--- config.mk ---
export PLATFORM = sky130hd
export DESIGN_NAME = vu_level_meter
export DESIGN_NICKNAME = d
export VERILOG_FILES = /design/src/rtl/vu_level_meter.sv
export SDC_FILE = /design/constraint.sdc
export NUM_CORES = 1
export LEC_CHECK = 0
export ABC_AREA = 0
export CORE_UTILIZATION = 38
export CTS_BUF_LIST = sky130_fd_sc_hd__clkbuf_8
export DETAILED_ROUTE_END_ITERATION = 6
export SLEW_MARGIN = 20
export SYNTH_ARGS = -nofsm -noshare
export SYNTH_HDL_FRONTEND = slang
export SYNTH_SLANG_ARGS = --single-unit
export TNS_END_PERCENT = 10
--- constraint.sdc ---
create_clock -name clk -period 6.7 [get_ports clk]
set_input_delay 0.67 -clock clk [delete_from_list [all_inputs] [get_ports clk]]
set_output_delay 0.67 -clock clk [all_outputs]
set_load 0.01 [all_outputs]
--- src/rtl/vu_level_meter.sv ---
// vu_level_meter
//   Turns a stream of signed audio samples into a bar height and a peak-hold
//   marker for the VU display. Each window of WINDOW accepted samples yields
//   the largest quantised magnitude seen. The bar attacks instantly to that
//   value and decays one segment every DECAY_FRAMES frames. The peak marker
//   holds for HOLD_FRAMES frames, then falls one segment per frame, and never
//   sits below the bar. The displayed values change only on frame_start, so
//   the picture never tears mid-frame.
//
// Ports
//   clk          system clock, all state on the rising edge
//   rst          asynchronous active-low reset
//   sample_valid sample is accepted this cycle
//   sample       signed (two's complement) audio sample
//   frame_start  one-cycle pulse at the start of vertical blanking
//   level        displayed bar height, 0..LEVELS
//   peak         displayed peak-hold segment, 0..LEVELS, always >= level
//   update       one-cycle pulse the cycle after level/peak are latched
module vu_level_meter #(
  parameter int SAMPLE_W     = 12,
  parameter int WINDOW       = 256,
  parameter int LEVELS       = 16,
  parameter int DECAY_FRAMES = 2,
  parameter int HOLD_FRAMES  = 30
) (
  input  logic                             clk,
  input  logic                             rst,
  input  logic                             sample_valid,
  input  logic signed [SAMPLE_W-1:0]       sample,
  input  logic                             frame_start,
  output logic [$clog2(LEVELS+1)-1:0]      level,
  output logic [$clog2(LEVELS+1)-1:0]      peak,
  output logic                             update
);

  localparam int LW = $clog2(LEVELS + 1);
  localparam int MW = SAMPLE_W - 1;
  localparam int SH = SAMPLE_W - 1 - $clog2(LEVELS);
  localparam int CW = (WINDOW > 1) ? $clog2(WINDOW) : 1;
  localparam int DW = (DECAY_FRAMES > 1) ? $clog2(DECAY_FRAMES) : 1;
  localparam int HW = (HOLD_FRAMES > 0) ? $clog2(HOLD_FRAMES + 1) : 1;

  // State
  logic [CW-1:0] cnt;       // sample index inside the current window
  logic [LW-1:0] run_max;   // largest q seen so far in this window
  logic [DW-1:0] dcnt;      // frame_starts since the last decay step
  logic [LW-1:0] bar;
  logic [LW-1:0] pk;
  logic [HW-1:0] hold;

  // Combinational
  logic [SAMPLE_W-1:0] neg;
  logic [MW-1:0]       mag;
  logic [MW-1:0]       mag_m1;
  logic [MW-1:0]       mag_sh;
  logic [LW-1:0]       q;
  logic [LW-1:0]       wq;
  logic                win_done;
  logic                decay_step;
  logic [LW-1:0]       bar_d;
  logic [LW-1:0]       bar_next;
  logic [LW-1:0]       pk_next;
  logic [HW-1:0]       hold_next;

  // Magnitude and quantisation. Negating the most negative code overflows
  // back to itself (MSB still set); that case saturates to full scale.
  always_comb begin
    neg = -sample;
    if (!sample[SAMPLE_W-1])
      mag = sample[MW-1:0];
    else if (neg[SAMPLE_W-1])
      mag = '1;
    else
      mag = neg[MW-1:0];

    // (mag-1)>>SH + 1 puts each segment boundary on an exact multiple of
    // the segment size, so full scale lands on LEVELS rather than LEVELS+1.
    mag_m1 = mag - MW'(1);
    mag_sh = mag_m1 >> SH;
    q      = (mag == '0) ? '0 : LW'(mag_sh) + LW'(1);
  end

  // Window result, decay and attack for the bar.
  always_comb begin
    win_done   = sample_valid && (cnt == CW'(WINDOW - 1));
    wq         = (q > run_max) ? q : run_max;
    decay_step = frame_start && (dcnt == DW'(DECAY_FRAMES - 1));
    bar_d      = (decay_step && (bar != '0)) ? bar - LW'(1) : bar;
    // A completing window and a decay step on the same edge both apply here.
    bar_next   = (win_done && (wq > bar_d)) ? wq : bar_d;
  end

  // Peak-hold marker. A rise above the marker can happen on any cycle and
  // reloads the hold time; holding and falling only advance on frame_start.
  always_comb begin
    // NOTE: default every always_comb output first so no path leaves it
    // unassigned; otherwise synthesis infers a latch.
    pk_next   = pk;
    hold_next = hold;
    if (bar_next > pk) begin
      pk_next   = bar_next;
      hold_next = HW'(HOLD_FRAMES);
    end else if (frame_start) begin
      if (hold != '0)
        hold_next = hold - HW'(1);
      else if (pk > bar_next)
        pk_next = pk - LW'(1);
    end
  end

  // NOTE: sequential state uses non-blocking assignments so every register
  // samples the pre-edge values regardless of statement order.
  always_ff @(posedge clk or negedge rst) begin
    if (!rst) begin
      cnt     <= '0;
      run_max <= '0;
      dcnt    <= '0;
      bar     <= '0;
      pk      <= '0;
      hold    <= '0;
      level   <= '0;
      peak    <= '0;
      update  <= 1'b0;
    end else begin
      if (sample_valid) begin
        if (win_done) begin
          cnt     <= '0;
          run_max <= '0;
        end else begin
          cnt     <= cnt + CW'(1);
          run_max <= wq;
        end
      end

      if (frame_start)
        dcnt <= decay_step ? '0 : dcnt + DW'(1);

      bar    <= bar_next;
      pk     <= pk_next;
      hold   <= hold_next;
      update <= frame_start;

      // Display values only move at the start of blanking.
      if (frame_start) begin
        level <= bar_next;
        peak  <= pk_next;
      end
    end
  end

endmodule

==> metrics.yaml, run 1 <==
status: "finished, violations left"
violations: "setup timing"
rows: 31
syn_area_um2: 2882
cp_slowest_cell: "or4_4"
initial_core_util: 0.3952
postCtsHoldBufs: 0
grt_pass1_vias: 2647
dieArea_um2: 7935
grt_start_max_net_pins: 41
hpwlAfterDp_um: 5376
grt-busiest-layer: "met2"
grtUsageMet1: 0.2199
met3_usage: 0.02955
rsz0062_at_grt: "true"
drt-total-wl_um: 7311
final_cells: 505
worst_slew_pin_slew_ns: 0.8947
antenna_left: 0
dpl_cell_area_um2: 3831
cts_buffer_depth: 2
ys_seq_area_frac: 0.3474
synthCells: 302
fill_cells: 655
finalSetupViolCount: 9
cts_tree: "done"
num_vias: 2608
clk_pin_slew_ns: 0.08
drt_iter0_markers: 43
end_kind: "register"
htreeDepth: 2
yosysTopAreaCellShare: 0.3474
crit_type: "input pin to register"
finalWorstSetupSlack_ns: -0.2432
async_flop_share: 1.000
cts_sinks: 40
hold_violations: 0
die_h_um: 89.08
fin_crit_ns: 6.943
synthFlopType: "dfrtp_1"
synth_top_family_by_area: "simple AND/OR/NAND/NOR gates"
drt-pass1-iter-count: 4
antenna_found_initial: 0
die-width_um: 89.08
min_path_type: "register to register"
synth-compound-area-share: 0.1754
reg2reg_depth: 22
irDropWorstVdd_uv: 159.7
dp_cells: 481
grt_use_total: 0.1912
synth_area_leaders: "dfrtp_1 35%, ha_1 9.1%, nand2_1 4.2%"
cp_data_arrival_time_ns: 7.13
reg2reg_to: "peak[4]"
nNetsFinal: 443
synthDistinctLibCells: 65
port_buffers: 26
muxShareOfSynthArea: 0.06687
drv_cap: 0
synth_edf_count: 0
slew_violations: 0
max_stage_delay_ns: 0.56
grt_use_met2: 0.3567
cp.required_ns: 6.88
ios: 27
drc_errors: 0
yosysWarnings: 0
yosysTopAreaCell: "dfrtp_1"
start_kind: "input pin"
area_growth_pct: 48.37
synthAdderAreaFrac: 0.09119
core_area_um2: 7292
ys_ff_latch: 40
relSlewSlack: 0.4035
hold-path-endpoint: "dcnt"
clkLatencyLatePin_ns: 0.29
leakage_nw: 1.843
wl_per_cell_um: 14.48
drive_gt1_frac: 0.4015
gp_congestion: 0.7884
diodes: 0
p_per_area_nw_per_um2: 399.2
holdPathStages: 1
syn_nets: 339
synth_xor_area_frac: 0.06036
cts_root_buffer: "clkbuf_8"
viasPerCell: 5.164
hold_start: "dcnt"
grt-ovfl-total: 0
cp_max_fo: 5
reg2reg_from: "bar[0]"
design_area_um2: 4275
fmax_mhz: 144.0
skew_ns: 0.008256
synth_simple_gate_area_frac: 0.2141
period_share: 1.036
cts_made_buffers: 5
postSynthAreaPerCell_um2: 9.541
grt_pass1_wl_um: 11760
r2r_setup_slack_ns: 1.70
==> state kept, by name (all words and copies together) (netlist names) <==
| signal | count |
|---|---|
| peak | 5 |
| bar | 5 |
| cnt | 8 |
| dcnt | 1 |
| hold | 5 |
| pk | 5 |
| update | 1 |
| level | 5 |
| run_max | 5 |
==> power breakdown <==
part / internal [mW] / switching [mW] / leakage, nW / total (mW)
Clock: 0.0706 / 0.0850 / 0.0400 / 0.156
Sequential: 0.336 / 0.0771 / 0.480 / 0.413
Combinational: 0.590 / 0.547 / 1.32 / 1.14
Total: 0.997 / 0.709 / 1.84 / 1.71
==> worst max-delay path, delay by kind of cell <==
family          cells  cell delay (ns)
xor+xnor            2             0.33
mux                 5             1.16
buf+inv             2             0.21
simple gates       10             1.71
compound gates     10             2.03
fa+ha+maj           4             0.98
==> through the flow <==
stage / power [mW] / setup slack, ns / utilization / setup TNS, ns / hold slack [ns]
detailed placement: 1.390 / -1.375 / 0.5254 / -17.69 / 0.4735
floorplan: 1.008 / -0.5191 / - / -2.325 / 0.3744
finish: 1.707 / -0.2432 / 0.5863 / -1.171 / 0.4889
global route: 1.856 / -0.5581 / 0.5863 / -5.406 / 0.5059
CTS: 1.626 / -0.1311 / 0.5626 / -0.4090 / 0.4866
global placement: 1.366 / -1.187 / 0.5254 / -14.85 / 0.4595
==> placed cells by master (no fill, tap or decap), drive strengths merged, types with 3 or more instances in the layout <==
master / instances
a21oi: 9
a31oi: 3
and3: 4
and4: 3
buf: 82
clkbuf: 6
clkdlybuf4s50: 17
dfrtp: 40
dlygate4sd2: 4
ha: 21
inv: 25
mux2: 8
mux2i: 7
nand2: 32
nand2b: 4
nand3: 4
nand4: 3
nor2: 28
nor2b: 4
nor3: 9
nor3b: 3
nor4b: 5
o211ai: 5
o21a: 5
o21ai: 16
o31ai: 5
or4: 3
xnor2: 10
xor2: 9
==> cell usage after synthesis, drive strengths merged, types with 7 or more instances <==
master,count
dfrtp,40
nand2,32
nor2,28
inv,25
ha,21
o21ai,16
xnor2,10
a21oi,9
nor3,9
xor2,9
mux2,8
mux2i,7
==> kinds of logic (layout without fill, tap and decap cells) <==
family	Yosys count	count (layout)
compound gates	64	64
xor+xnor	19	19
fa+ha+maj	21	21
buf+inv	32	136
flops	40	40
mux	15	15
simple gates	111	111
==> per-layer routing <==
| metal | vias to the layer above | wire, um |
|---|---|---|
| met1 | 1261 | 3188 |
| met3 | 10 | 110 |
| li1 | 1304 | - |
| met4 | 0 | 161 |
| met5 | - | 0 |
| met2 | 33 | 3851 |
==> repair_timing <==
item / 4_1_cts / 5_1_grt
hold endpoints to repair: 0 / 0
endpoints found under the setup margin: 15 / 15
pin swaps: 27 / 18
setup buffers: 10 / 8
gates resized for setup: 41 / 29
gates cloned: 0 / 0
==> cell type report <==
| cell class | count | area (um2) | share of cell area |
|---|---|---|---|
| Inverter | 25 | 108.9 | 0.02546 |
| Clock inverter | 2 | 12.51 | 0.002927 |
| Timing Repair Buffer | 104 | 867.1 | 0.2028 |
| Clock buffer | 5 | 68.82 | 0.01610 |
| Sequential cell | 40 | 1001 | 0.2341 |
| Multi-Input combinational cell | 230 | 2093 | 0.4896 |
| Tap cell | 99 | 123.9 | 0.02897 |
==> worst max-delay path by stage <==
| stage | start | end | slack [ns] | cells past startpoint |
|---|---|---|---|---|
| 3_5_place_dp | sample[1] | peak[4] | -1.38 | 35 |
| 5_1_grt | sample[0] | peak[4] | -0.56 | 33 |
| 6_report | sample[0] | peak[4] | -0.24 | 33 |
| 3_3_place_gp | sample[1] | peak[4] | -1.19 | 35 |
| 4_1_cts | sample[0] | peak[4] | -0.13 | 34 |
| 2_1_floorplan | sample[1] | peak[4] | -0.52 | 33 |
No activity file was read; power rests on OpenSTA's default activity.
==> run 2: changes to the inputs <==
--- a/config.mk
+++ b/config.mk
@@ -6,9 +6,12 @@
 export NUM_CORES = 1
 export LEC_CHECK = 0
 export ABC_AREA = 0
+export CELL_PAD_IN_SITES_DETAIL_PLACEMENT = 1
+export CELL_PAD_IN_SITES_GLOBAL_PLACEMENT = 1
 export CORE_UTILIZATION = 38
 export CTS_BUF_LIST = sky130_fd_sc_hd__clkbuf_8
 export DETAILED_ROUTE_END_ITERATION = 6
+export PLACE_DENSITY_LB_ADDON = 0.1
 export SLEW_MARGIN = 20
 export SYNTH_ARGS = -nofsm -noshare
 export SYNTH_HDL_FRONTEND = slang
==> metrics.yaml, run 2 (synthesis results as in run 1) <==
grt_pass1_vias: 2906
combPwrFrac: 0.671
die_h_um: 89.08
diodes: 0
dp_cells: 488
htreeDepth: 2
irDropWorstVdd_uv: 209.2
cts_buffer_depth: 2
multiInputGateArea_um2: 2152
p_int_mw: 1.088
regArea_um2: 1001
reg2reg_depth: 22
max_stage_delay_ns: 0.57
cts_root_buffer: "clkbuf_8"
finalSetupViolCount: 15
holdPathStages: 1
final_cells: 517
violations: "setup timing"
start_kind: "input pin"
ios: 27
clockPowerShare: 0.110
seqPwrFrac: 0.219
die-width_um: 89.08
reg2reg_from: "bar[0]"
drt-pass1-iter-count: 5
rsz0062_at_grt: "true"
hold_violations: 0
grt_use_total: 0.2447
fmax_mhz: 139.0
min_path_type: "register to register"
period_share: 1.074
drv_cap: 0
drive_gt1_frac: 0.4282
skew_ns: 0.009184
postCtsHoldBufs: 0
slew_violations: 0
status: "finished, violations left"
num_vias: 2773
drt_iter0_markers: 42
relSlewSlack: 0.3823
hold_start: "dcnt"
cp_common_cell: "o21a_1"
layout_commonest_cell: "buf_4"
cp_max_fo: 5
nNetsFinal: 454
drt-total-wl_um: 9670
end_kind: "register"
area_growth_pct: 54.45
drc_errors: 0
clkLatencyLatePin_ns: 0.30
cp.required_ns: 6.89
dieArea_um2: 7935
power_switching_uw: 826.0
largest_register: "cnt"
cp_slowest_cell: "or4_4"
place_ws_ns: -1.342
core_area_um2: 7292
clk_pin_slew_ns: 0.09
swShare: 0.4315
fill_cells: 819
dpl_cell_area_um2: 3896
largest_reg_flops: 8
cp_data_arrival_time_ns: 7.38
cts_tree: "done"
p_per_area_nw_per_um2: 430.1
grt_pass1_wl_um: 14620
initial_core_util: 0.3952
wl_per_cell_um: 18.70
antenna_found_initial: 0
finalWorstSetupSlack_ns: -0.4964
port_buffers: 26
grt-ovfl-total: 0
grt_start_max_net_pins: 41
cts_sinks: 40
rows: 31
leakage_nw: 1.939
worst_slew_pin_slew_ns: 0.9266
cp-startpoint: "sample[1]"
viasPerCell: 5.364
cts_made_buffers: 5
crit_type: "input pin to register"
mostFrequentLayoutCells: "83 x buf_4, 40 x dfrtp_1, 28 x nand2_1"
hpwlAfterDp_um: 6375
antenna_left: 0
design_area_um2: 4451
fin_crit_ns: 7.196
gp_congestion: 0.8133
run 2: path summary, 6_finish.rpt:
check | end | slack [ns]
hold reg to reg | dcnt | 0.47
setup / recovery | peak[4] | -0.50
hold / removal | dcnt | 0.47
max in group asynchronous | cnt[7] | 5.62
min in group asynchronous | pk[3] | 0.50
setup reg to reg | peak[4] | 1.20
run 2: area by class of cell:
cell class | count | share of cell area
flip-flops and latches | 40 | 0.2249
inverters | 25 | 0.02390
well taps | 99 | 0.02783
clock inverters | 3 | 0.01040
multi-input cells | 230 | 0.4836
repair buffers | 115 | 0.2139
clock buffers | 5 | 0.01546
run 2: timing repair:
| action | CTS | global route |
|---|---|---|
| setup buffers | 13 | 9 |
| gates cloned | 1 | 0 |
| setup endpoints to repair | 15 | 15 |
| gates resized for setup | 45 | 27 |
| pin swaps | 33 | 22 |
run 2: worst max-delay path: cells and delay by family:
kind / cells / cell delay [ns]
buf+inv: 3 / 0.38
simple gates: 10 / 1.81
mux: 5 / 1.20
fa+ha+maj: 4 / 0.99
xor+xnor: 2 / 0.34
compound gates: 9 / 1.98
run 2: stage by stage:
stage,hold WS [ns],setup TNS [ns],power (mW),util
detailed placement,0.4611,-17.11,1.435,0.5343
finish,0.4727,-4.214,1.914,0.6103
CTS,0.4744,-1.536,1.792,0.5858
global placement,0.4599,-12.49,1.394,0.5343
global route,0.4834,-7.223,2.043,0.6103
floorplan,0.3744,-2.325,1.008,-
run 2: power groups by stage:
stage | clock [mW] | sequential [mW] | combinational [mW]
floorplan | 0 | 0.405 | 0.602
global placement | 0 | 0.411 | 0.983
detailed placement | 0 | 0.412 | 1.02
CTS | 0.215 | 0.413 | 1.16
global route | 0.224 | 0.431 | 1.39
finish | 0.210 | 0.420 | 1.28
run 2: routing by layer:
layer / vias up / wire [um] / global-route usage
li1: 1316 / - / -
met4: 0 / 446 / 0.1010
met1: 1365 / 3977 / 0.2859
met5: - / 0 / 0
met2: 57 / 4967 / 0.4462
met3: 35 / 280 / 0.03693
==> run 3: changes to the inputs <==
--- a/config.mk
+++ b/config.mk
@@ -6,11 +6,13 @@
 export NUM_CORES = 1
 export LEC_CHECK = 0
 export ABC_AREA = 0
+export ABC_CLOCK_PERIOD_IN_PS = 6700
 export CELL_PAD_IN_SITES_DETAIL_PLACEMENT = 1
 export CELL_PAD_IN_SITES_GLOBAL_PLACEMENT = 1
 export CORE_UTILIZATION = 38
 export CTS_BUF_LIST = sky130_fd_sc_hd__clkbuf_8
 export DETAILED_ROUTE_END_ITERATION = 6
+export HOLD_SLACK_MARGIN = 0.12
 export PLACE_DENSITY_LB_ADDON = 0.1
 export SLEW_MARGIN = 20
 export SYNTH_ARGS = -nofsm -noshare
==> results of run 3 <==
Same layout as run 2: the final DEF is identical, and so are final timing and power.
